--- src/rtl/dmem_port_arbiter.sv ---
// Two-requester arbiter for the shared data-memory port: bounded round-robin grant plus an
// in-order route FIFO that steers each read response back to its issuer. Optional DMEM_ARB_PERF_EN adds stall counters.
module dmem_port_arbiter #(
  parameter int DATA_WIDTH   = 32,
  parameter int ADDRESS_BITS = 32,
  parameter int ROUTE_DEPTH  = 4,
  parameter int MAX_BURST    = 8
) (
  input  logic                      clock,
  input  logic                      reset,
  input  logic [1:0]                rq_read,
  input  logic [1:0]                rq_write,
  input  logic [DATA_WIDTH/8-1:0]   rq0_byte_en,
  input  logic [DATA_WIDTH/8-1:0]   rq1_byte_en,
  input  logic [ADDRESS_BITS-1:0]   rq0_address,
  input  logic [ADDRESS_BITS-1:0]   rq1_address,
  input  logic [DATA_WIDTH-1:0]     rq0_wdata,
  input  logic [DATA_WIDTH-1:0]     rq1_wdata,
  output logic [1:0]                rq_ack,
  output logic [DATA_WIDTH-1:0]     rs0_data,
  output logic [DATA_WIDTH-1:0]     rs1_data,
  output logic [ADDRESS_BITS-1:0]   rs0_address,
  output logic [ADDRESS_BITS-1:0]   rs1_address,
  output logic [1:0]                rs_valid,
  output logic                      d_mem_read,
  output logic                      d_mem_write,
  output logic [DATA_WIDTH/8-1:0]   d_mem_byte_en,
  output logic [ADDRESS_BITS-1:0]   d_mem_address_in,
  output logic [DATA_WIDTH-1:0]     d_mem_data_in,
  input  logic [DATA_WIDTH-1:0]     d_mem_data_out,
  input  logic [ADDRESS_BITS-1:0]   d_mem_address_out,
  input  logic                      d_mem_valid,
  input  logic                      d_mem_ready,
  output logic                      route_err,
  output logic [31:0]               stall0_cnt,
  output logic [31:0]               stall1_cnt
);
  localparam int PW = $clog2(ROUTE_DEPTH);
  localparam int BW = $clog2(MAX_BURST + 1);

  logic                    run_q;
  logic                    owner_q, owner_d;
  logic [BW-1:0]           burst_q, burst_d;
  logic [ROUTE_DEPTH-1:0]  fifo_q, fifo_d;
  logic [PW-1:0]           wp_q, wp_d, rp_q, rp_d;
  logic [PW:0]             cnt_q, cnt_d;
  logic [1:0]              rs_valid_q, rs_valid_d;
  logic [1:0][DATA_WIDTH-1:0]   rs_data_q, rs_data_d;
  logic [1:0][ADDRESS_BITS-1:0] rs_addr_q, rs_addr_d;
  logic                    route_err_q, route_err_d;

  logic [1:0] elig;
  logic       empty, full, pop, push, gnt_vld, gnt, gnt_rd, accept, head;

  always_comb begin
    empty = (cnt_q == '0);
    full  = (cnt_q == (PW+1)'(ROUTE_DEPTH));
    pop   = d_mem_valid && !empty;
    head  = fifo_q[rp_q];
    // run_q keeps every combinational output at 0 while reset is asserted
    for (int p = 0; p < 2; p++)
      elig[p] = run_q && (rq_read[p] || rq_write[p]) && (!rq_read[p] || !full || pop);
    gnt_vld = |elig;
    if (&elig) gnt = (burst_q < BW'(MAX_BURST)) ? owner_q : !owner_q;
    else       gnt = elig[1];
    accept = gnt_vld && d_mem_ready;
    rq_ack = 2'b00;
    if (accept) rq_ack[gnt] = 1'b1;

    gnt_rd           = rq_read[gnt];
    d_mem_read       = gnt_vld && gnt_rd;
    d_mem_write      = gnt_vld && !gnt_rd;
    d_mem_byte_en    = '0;
    d_mem_address_in = '0;
    d_mem_data_in    = '0;
    if (gnt_vld) begin
      d_mem_byte_en    = gnt ? rq1_byte_en : rq0_byte_en;
      d_mem_address_in = gnt ? rq1_address : rq0_address;
      d_mem_data_in    = gnt ? rq1_wdata   : rq0_wdata;
    end
    push = accept && gnt_rd;

    owner_d = owner_q;
    burst_d = burst_q;
    if (accept) begin
      if (gnt == owner_q) begin
        if (burst_q < BW'(MAX_BURST)) burst_d = burst_q + 1'b1;
      end else begin
        owner_d = gnt;
        burst_d = BW'(1);
      end
    end

    fifo_d = fifo_q;
    wp_d   = wp_q;
    rp_d   = rp_q;
    if (push) begin
      fifo_d[wp_q] = gnt;
      wp_d         = wp_q + 1'b1;
    end
    if (pop) rp_d = rp_q + 1'b1;
    cnt_d = cnt_q + {{PW{1'b0}}, push} - {{PW{1'b0}}, pop};

    rs_valid_d = 2'b00;
    rs_data_d  = '0;
    rs_addr_d  = '0;
    if (pop) begin
      rs_valid_d[head] = 1'b1;
      rs_data_d[head]  = d_mem_data_out;
      rs_addr_d[head]  = d_mem_address_out;
    end
    route_err_d = route_err_q || (d_mem_valid && empty);
  end

  always_ff @(posedge clock or negedge reset) begin
    if (!reset) begin
      run_q       <= 1'b0;
      owner_q     <= 1'b0;
      burst_q     <= '0;
      fifo_q      <= '0;
      wp_q        <= '0;
      rp_q        <= '0;
      cnt_q       <= '0;
      rs_valid_q  <= '0;
      rs_data_q   <= '0;
      rs_addr_q   <= '0;
      route_err_q <= 1'b0;
    end else begin
      run_q       <= 1'b1;
      owner_q     <= owner_d;
      burst_q     <= burst_d;
      fifo_q      <= fifo_d;
      wp_q        <= wp_d;
      rp_q        <= rp_d;
      cnt_q       <= cnt_d;
      rs_valid_q  <= rs_valid_d;
      rs_data_q   <= rs_data_d;
      rs_addr_q   <= rs_addr_d;
      route_err_q <= route_err_d;
    end
  end

  assign rs_valid    = rs_valid_q;
  assign rs0_data    = rs_data_q[0];
  assign rs1_data    = rs_data_q[1];
  assign rs0_address = rs_addr_q[0];
  assign rs1_address = rs_addr_q[1];
  assign route_err   = route_err_q;

`ifdef DMEM_ARB_PERF_EN
  logic [1:0][31:0] stall_q, stall_d;

  always_comb begin
    stall_d = stall_q;
    for (int p = 0; p < 2; p++)
      if (elig[p] && !rq_ack[p] && (stall_q[p] != '1)) stall_d[p] = stall_q[p] + 1'b1;
  end

  always_ff @(posedge clock or negedge reset) begin
    if (!reset) stall_q <= '0;
    else        stall_q <= stall_d;
  end

  assign stall0_cnt = stall_q[0];
  assign stall1_cnt = stall_q[1];
`else
  assign stall0_cnt = '0;
  assign stall1_cnt = '0;
`endif

endmodule

--- config.mk ---
export PLATFORM = sky130hd
export DESIGN_NAME = dmem_port_arbiter
export DESIGN_NICKNAME = d
export VERILOG_FILES = /design/src/rtl/dmem_port_arbiter.sv
export SDC_FILE = /design/constraint.sdc
export NUM_CORES = 1
export LEC_CHECK = 0
export ABC_CLOCK_PERIOD_IN_PS = 6600
export CORE_AREA = 3 3 182 184
export CTS_CLUSTER_DIAMETER = 80
export DETAILED_ROUTE_END_ITERATION = 10
export DIE_AREA = 0 0 185 187
export PLACE_DENSITY = 0.58
export RECOVER_POWER = 25
export SYNTH_ARGS = -nofsm -noshare
export SYNTH_HDL_FRONTEND = slang
export SYNTH_SLANG_ARGS = --single-unit
--- constraint.sdc ---
create_clock -name clock -period 6.6 [get_ports clock]
set_input_delay 1.32 -clock clock [delete_from_list [all_inputs] [get_ports clock]]
set_output_delay 1.32 -clock clock [all_outputs]
set_load 0.005 [all_outputs]
==> results.sh, run 1 <==
export IMPL_status="finished, violations left"
export IMPL_failed_checks="max-capacitance violations, max-slew violations"
export IMPL_grt_pass1_wl_um=36900
export IMPL_overflow=0
export IMPL_synth_cells=686
export IMPL_hp_class="reg -> reg"
export IMPL_power_density_nw_per_um2=261
export IMPL_dp_cells=1464
export IMPL_final_setup_tns_ns=0
export IMPL_maxCapViolations=1
export IMPL_fin_crit_sh=0.856
export IMPL_cts_max_level=4
export IMPL_layout_drive_gt1_share=0.0503
export IMPL_synth_common_cells="dfrtp_1, nand2_1, a21oi_1, buf_4, and2_1"
export IMPL_worstPathMaxFanout=30
export IMPL_syn_avg_cell_area_um2=9.79
export IMPL_timing_hold_violations_final=0
export IMPL_ys_seq_elements=148
export IMPL_avgViaCountPerCell=4.07
export IMPL_syn_to_final_growth_pct=73.0
export IMPL_seqPwrFrac=0.360
export IMPL_dr_total_vias=6095
export IMPL_fin_util=0.368
export IMPL_fp_dieH_um=187
export IMPL_syn_area_um2=6720
export IMPL_tightest_slew_ns=4.15
export IMPL_portBuffers=410
export IMPL_core_rowCount=65
export IMPL_whs_ns=0.494
export IMPL_yosys_area_top_type="dfrtp_1"
export IMPL_fin_crit_ns=5.65
export IMPL_required_ns=5.28
export IMPL_peakVddDrop_uv=151
export IMPL_drv_slew=92
export IMPL_yosysMostFrequentCell="dfrtp_1"
export IMPL_switching_share=0.308
export IMPL_ys_types=37
export IMPL_cts_made_buffers=17
export IMPL_grt_antenna_before_repair=1
export IMPL_cts_resized_gates=0
export IMPL_antennaDiodeCount=0
export IMPL_grt_pass1_vias=6111
export IMPL_top_layer="met5"
export IMPL_core_region_area_um2=31600
export IMPL_ys_warnings_count=0
export IMPL_antenna_left=0
export IMPL_internal_power_mw=2.10
export IMPL_slew_headroom=-1.77
export IMPL_synthTopCellsByArea="dfrtp_1, buf_4, nand2_1"
export IMPL_synth_top_flop_cell="dfrtp_1"
export IMPL_wire_per_inst_um=16.6
export IMPL_post_cts_buffers=0
export IMPL_start_util=0.213
export IMPL_path_clk_slew_ns=0.07
export IMPL_multi_input_area_um2=2530
export IMPL_root_buffer="clkbuf_16"
export IMPL_p_switching_uw=935
export IMPL_drt_first_pass_iters=4
export IMPL_boundaryPins=475
export IMPL_setup_violations=0
export IMPL_hold_buffers=0
export IMPL_startpoint_type="input pin"
export IMPL_leakage_nw=5.33
export IMPL_grt_usage=0.137
export IMPL_met3_length_um=1880
export IMPL_synth_edf_count=0
export IMPL_ff2ff_setup_slack_ns=3.65
export IMPL_combPwrFrac=0.319
export IMPL_wl_um=24900
export IMPL_drc=0
export IMPL_timing_fmax_mhz=177
export IMPL_synth_async_reset_ratio=1.00
export IMPL_dr_wl_met2_um=12900
export IMPL_seq_area_frac_synth=0.551
export IMPL_fill_cells=3210
export IMPL_clk_path_buf_depth=2
export IMPL_cts_tree="built"
export IMPL_die_area_um2=34600
export IMPL_timing_critical_path_arrival_ns=4.33
export IMPL_clk_latency_ns=0.42
export IMPL_yosysTopAreaCellShare=0.551
export IMPL_rsz0062_at_grt="no"
export IMPL_layoutNonFillerInstCount=1496
export IMPL_p_clk_frac=0.321
export IMPL_met1_length_um=9820
export IMPL_grt_max_degree=92
export IMPL_seq_area_um2=3700
export IMPL_drt_iter0_markers=273
export IMPL_die_width_um=185
export IMPL_nets=1297
export IMPL_crit_type="in -> out"
export IMPL_place_hpwl_um=18800
export IMPL_clock_skew_ns=0.0138
export IMPL_cp_end_kind="primary output"
export IMPL_globalplace_congestion=0.923
export IMPL_cts_sinks=148
[final timing paths]
path | end | depth (start not counted) | startpoint
max | d_mem_data_in[2] | 8 | d_mem_valid
min | rp_q[1]$_DFFE_PN0P_ | 1 | rp_q[1]$_DFFE_PN0P_
max reg2reg | cnt_q[2]$_DFF_PN0_ | 12 | cnt_q[1]$_DFF_PN0_
min reg2reg | rp_q[1]$_DFFE_PN0P_ | 1 | rp_q[1]$_DFFE_PN0P_
max in group asynchronous | rs0_data[1]$_DFF_PN0_ | 2 | reset
min in group asynchronous | rs0_data[21]$_DFF_PN0_ | 1 | reset
[metal layers]
| metal | vias to the layer above | GRT usage |
|---|---|---|
| met1 | 2889 | 0.165 |
| met5 | - | 0 |
| met3 | 15 | 0.0323 |
| li1 | 2897 | - |
| met4 | 2 | 0.0332 |
| met2 | 292 | 0.246 |
[worst max-delay path, stage by stage]
cell and delay [ns]:
dlygate4sd3_1 0.61, nor4b_4 0.47, a211o_1 0.26, and2_2 0.63, buf_12 0.26, nand2_1 0.07
a21oi_1 0.15, clkdlybuf4s50_1 0.53
[logic make-up after synthesis]
logic type,share of synthesized area
and+or+nand+nor,0.219
buffers and inverters,0.110
other,0.00112
DFF,0.551
muxes,0.00652
xor gates and xnor gates,0.00782
adders and majority gates,0.0160
AOI/OAI and AO/OA,0.0881
[placed cells by master (no fill, tap or decap), types with 9 or more instances in the layout]
cell type	Yosys	final
clkdlybuf4s50_1	0	408
inv_1	10	10
nand2_1	146	145
conb_1	2	65
and3_1	64	64
nor2_1	12	10
a21oi_1	73	73
and2_1	67	66
dfrtp_1	148	148
buf_4	73	9
clkbuf_16	0	17
[power by group through the flow]
stage | registers (mW) | logic [mW] | clock network (mW)
after floorplan | 1.10 | 0.438 | 0
after global placement | 1.11 | 0.972 | 0
after detailed placement | 1.11 | 0.980 | 0
after CTS | 1.09 | 0.985 | 1.00
after global routing | 1.11 | 1.07 | 1.05
final | 1.09 | 0.969 | 0.975
[final cells by class]
class / count / share of cell area
multi-input combinational: 481 / 0.218
timing repair buffer: 423 / 0.366
inverter: 10 / 0.00323
sequential: 148 / 0.319
clock buffer: 18 / 0.0378
tap: 402 / 0.0433
clock inverter: 14 / 0.0135
[registers in the layout, summed over array words and instances, names as in the netlist]
signal       count
wp_q             2
cnt_q            3
run_q            1
rs1_address     32
rs0_address     32
rp_q             2
fifo_q           4
route_err        1
rs_valid         2
burst_q          4
owner_q          1
rs1_data        32
rs0_data        32
[metrics by stage]
step / cell area, um^2 / power (mW) / setup WS, ns
global route: 11600 / 3.23 / 0.744
detailed placement: 11000 / 2.09 / 1.02
finish: 11600 / 3.04 / 0.953
floorplan: 6950 / 1.54 / 2.77
global placement: 11000 / 2.08 / 1.11
CTS: 11600 / 3.08 / 0.993
Power figures use the tool's default switching activity.
==> run 2, diff against run 1 <==
Settings changed: ABC_CLOCK_PERIOD_IN_PS 6600 to 5800.
Clock period 6.6 ns to 5.8 ns, I/O delays scaled along.
==> run 2 against run 1 <==
  * The flow still finishes with violations (max-capacitance violations, max-slew violations)
  * Critical path depth did not move
  * Worst setup slack got worse by 0.36 ns
  * Flip-flop and latch count did not move
  * Register-to-register slack got worse by 0.81 ns
  * Via count rose by 0.67%
  * Combinational power rose by 15%
  * First-iteration DRC count fell by 8.8%
  * Critical endpoint is now d_mem_byte_en[3]
  * Largest cell class unchanged
  * Largest power group unchanged
==> results.sh, run 2 (synthesis gave the netlist of run 1 again) <==
export IMPL_nets=1301
export IMPL_dpl_worst_slack_ns=0.663
export IMPL_cp_end_kind="primary output"
export IMPL_seq_area_um2=3700
export IMPL_slew_headroom=-0.683
export IMPL_path_clk_slew_ns=0.06
export IMPL_crit_start="d_mem_valid"
export IMPL_portBuffers=410
export IMPL_drt_first_pass_iters=6
export IMPL_rsz0062_at_grt="no"
export IMPL_maxCapViolations=1
export IMPL_post_cts_buffers=0
export IMPL_die_area_um2=34600
export IMPL_core_rowCount=65
export IMPL_clk_path_buf_depth=2
export IMPL_hp_class="reg -> reg"
export IMPL_place_hpwl_um=19200
export IMPL_grt_pass1_vias=6170
export IMPL_drv_slew=102
export IMPL_setup_violations=0
export IMPL_failed_checks="max-capacitance violations, max-slew violations"
export IMPL_combPwrFrac=0.322
export IMPL_wl_um=25300
export IMPL_layout_drive_gt1_share=0.0528
export IMPL_place_area_um2=11100
export IMPL_grt_usage=0.140
export IMPL_layout_commonest_cell="clkdlybuf4s50_1"
export IMPL_avgViaCountPerCell=4.09
export IMPL_start_util=0.213
export IMPL_startpoint_type="input pin"
export IMPL_timing_critical_path_arrival_ns=4.05
export IMPL_fin_crit_sh=0.898
export IMPL_fp_dieH_um=187
export IMPL_cts_sinks=148
export IMPL_switching_share=0.306
export IMPL_power_density_nw_per_um2=297
export IMPL_syn_to_final_growth_pct=73.1
export IMPL_clk_latency_ns=0.42
export IMPL_p_switching_mw=1.05
export IMPL_grt_busiest_layer="met2"
export IMPL_grt_use_met2=0.245
export IMPL_wire_per_inst_um=16.8
export IMPL_internal_power_mw=2.40
export IMPL_final_cell_mix="clkdlybuf4s50_1, dfrtp_1, nand2_1"
export IMPL_status="finished, violations left"
export IMPL_grt_pass1_wl_um=37400
export IMPL_crit_type="in -> out"
export IMPL_worstPathMaxFanout=17
export IMPL_dr_total_vias=6136
export IMPL_cts_resized_gates=0
export IMPL_drt_iter0_markers=249
export IMPL_cts_max_level=4
export IMPL_hold_buffers=0
export IMPL_tightest_slew_ns=2.52
export IMPL_ff2ff_setup_slack_ns=2.84
export IMPL_worst_slack_ns=0.592
export IMPL_root_buffer="clkbuf_16"
export IMPL_final_setup_tns_ns=0
export IMPL_required_ns=4.64
export IMPL_multi_input_area_um2=2530
export IMPL_clock_skew_ns=0.0204
export IMPL_gr_usage_met1=0.170
export IMPL_p_clk_frac=0.319
export IMPL_fill_cells=3193
export IMPL_timing_hold_violations_final=0
export IMPL_core_region_area_um2=31600
export IMPL_globalplace_congestion=0.905
export IMPL_whs_ns=0.469
export IMPL_timing_fmax_mhz=192
export IMPL_grt_antenna_before_repair=3
export IMPL_cts_tree="built"
export IMPL_seqPwrFrac=0.359
export IMPL_boundaryPins=475
export IMPL_leakage_nw=5.33
export IMPL_die_width_um=185
export IMPL_min_from="route_err$_DFF_PN0_"
export IMPL_worst_r2r_startpoint="cnt_q[1]$_DFF_PN0_"
export IMPL_cts_made_buffers=17
export IMPL_final_area_um2=11600
export IMPL_overflow=0
export IMPL_antenna_left=0
export IMPL_peakVddDrop_uv=179
export IMPL_grt_max_degree=102
export IMPL_fin_crit_ns=5.21
export IMPL_drc=0
export IMPL_grt_use_met3=0.0340
## run 2: layer usage
layer	share of wire	up-vias
met1	0.39	2864
li1	-	2909
met4	0.019	0
met2	0.51	333
met5	0	-
met3	0.081	30
## run 2: final timing paths
path                                            end  depth (start not counted)
setup / recovery                   d_mem_byte_en[3]                          8
hold / removal                  route_err$_DFF_PN0_                          1
setup reg to reg                 cnt_q[2]$_DFF_PN0_                         12
hold reg to reg                 route_err$_DFF_PN0_                          1
max in group asynchronous     rs_valid[0]$_DFF_PN0_                          2
min in group asynchronous  rs0_address[5]$_DFF_PN0_                          1
## run 2: layout make-up
type	count	area share
multi-input combinational	481	0.218
sequential	148	0.319
clock buffer	21	0.0396
tap	402	0.0433
timing repair buffer	427	0.368
inverter	10	0.00323
antenna	2	0.000430
clock inverter	11	0.00969
## run 2: per-stage QoR
stage	std cells	utilization	power [mW]
finish	1502	0.368	3.45
global route	1501	0.368	3.67
CTS	1500	0.369	3.50
detailed placement	1468	0.350	2.38
global placement	1468	0.350	2.37
floorplan	749	-	1.75
## run 2: worst max-delay path, cell delays in order
cell             delay [ns]
dlygate4sd3_1          0.60
nor4b_4                0.48
a211o_1                0.26
and2_2                 0.44
buf_4                  0.31
nand2_1                0.10
a21oi_1                0.15
clkdlybuf4s50_1        0.53
## run 2: power groups by stage
| stage | combinational, mW | sequential [mW] | clock, mW |
|---|---|---|---|
| after global routing | 1.22 | 1.26 | 1.19 |
| after detailed placement | 1.12 | 1.26 | 0 |
| final | 1.11 | 1.24 | 1.10 |
| after global placement | 1.12 | 1.26 | 0 |
| after floorplan | 0.498 | 1.25 | 0 |
| after CTS | 1.13 | 1.24 | 1.14 |
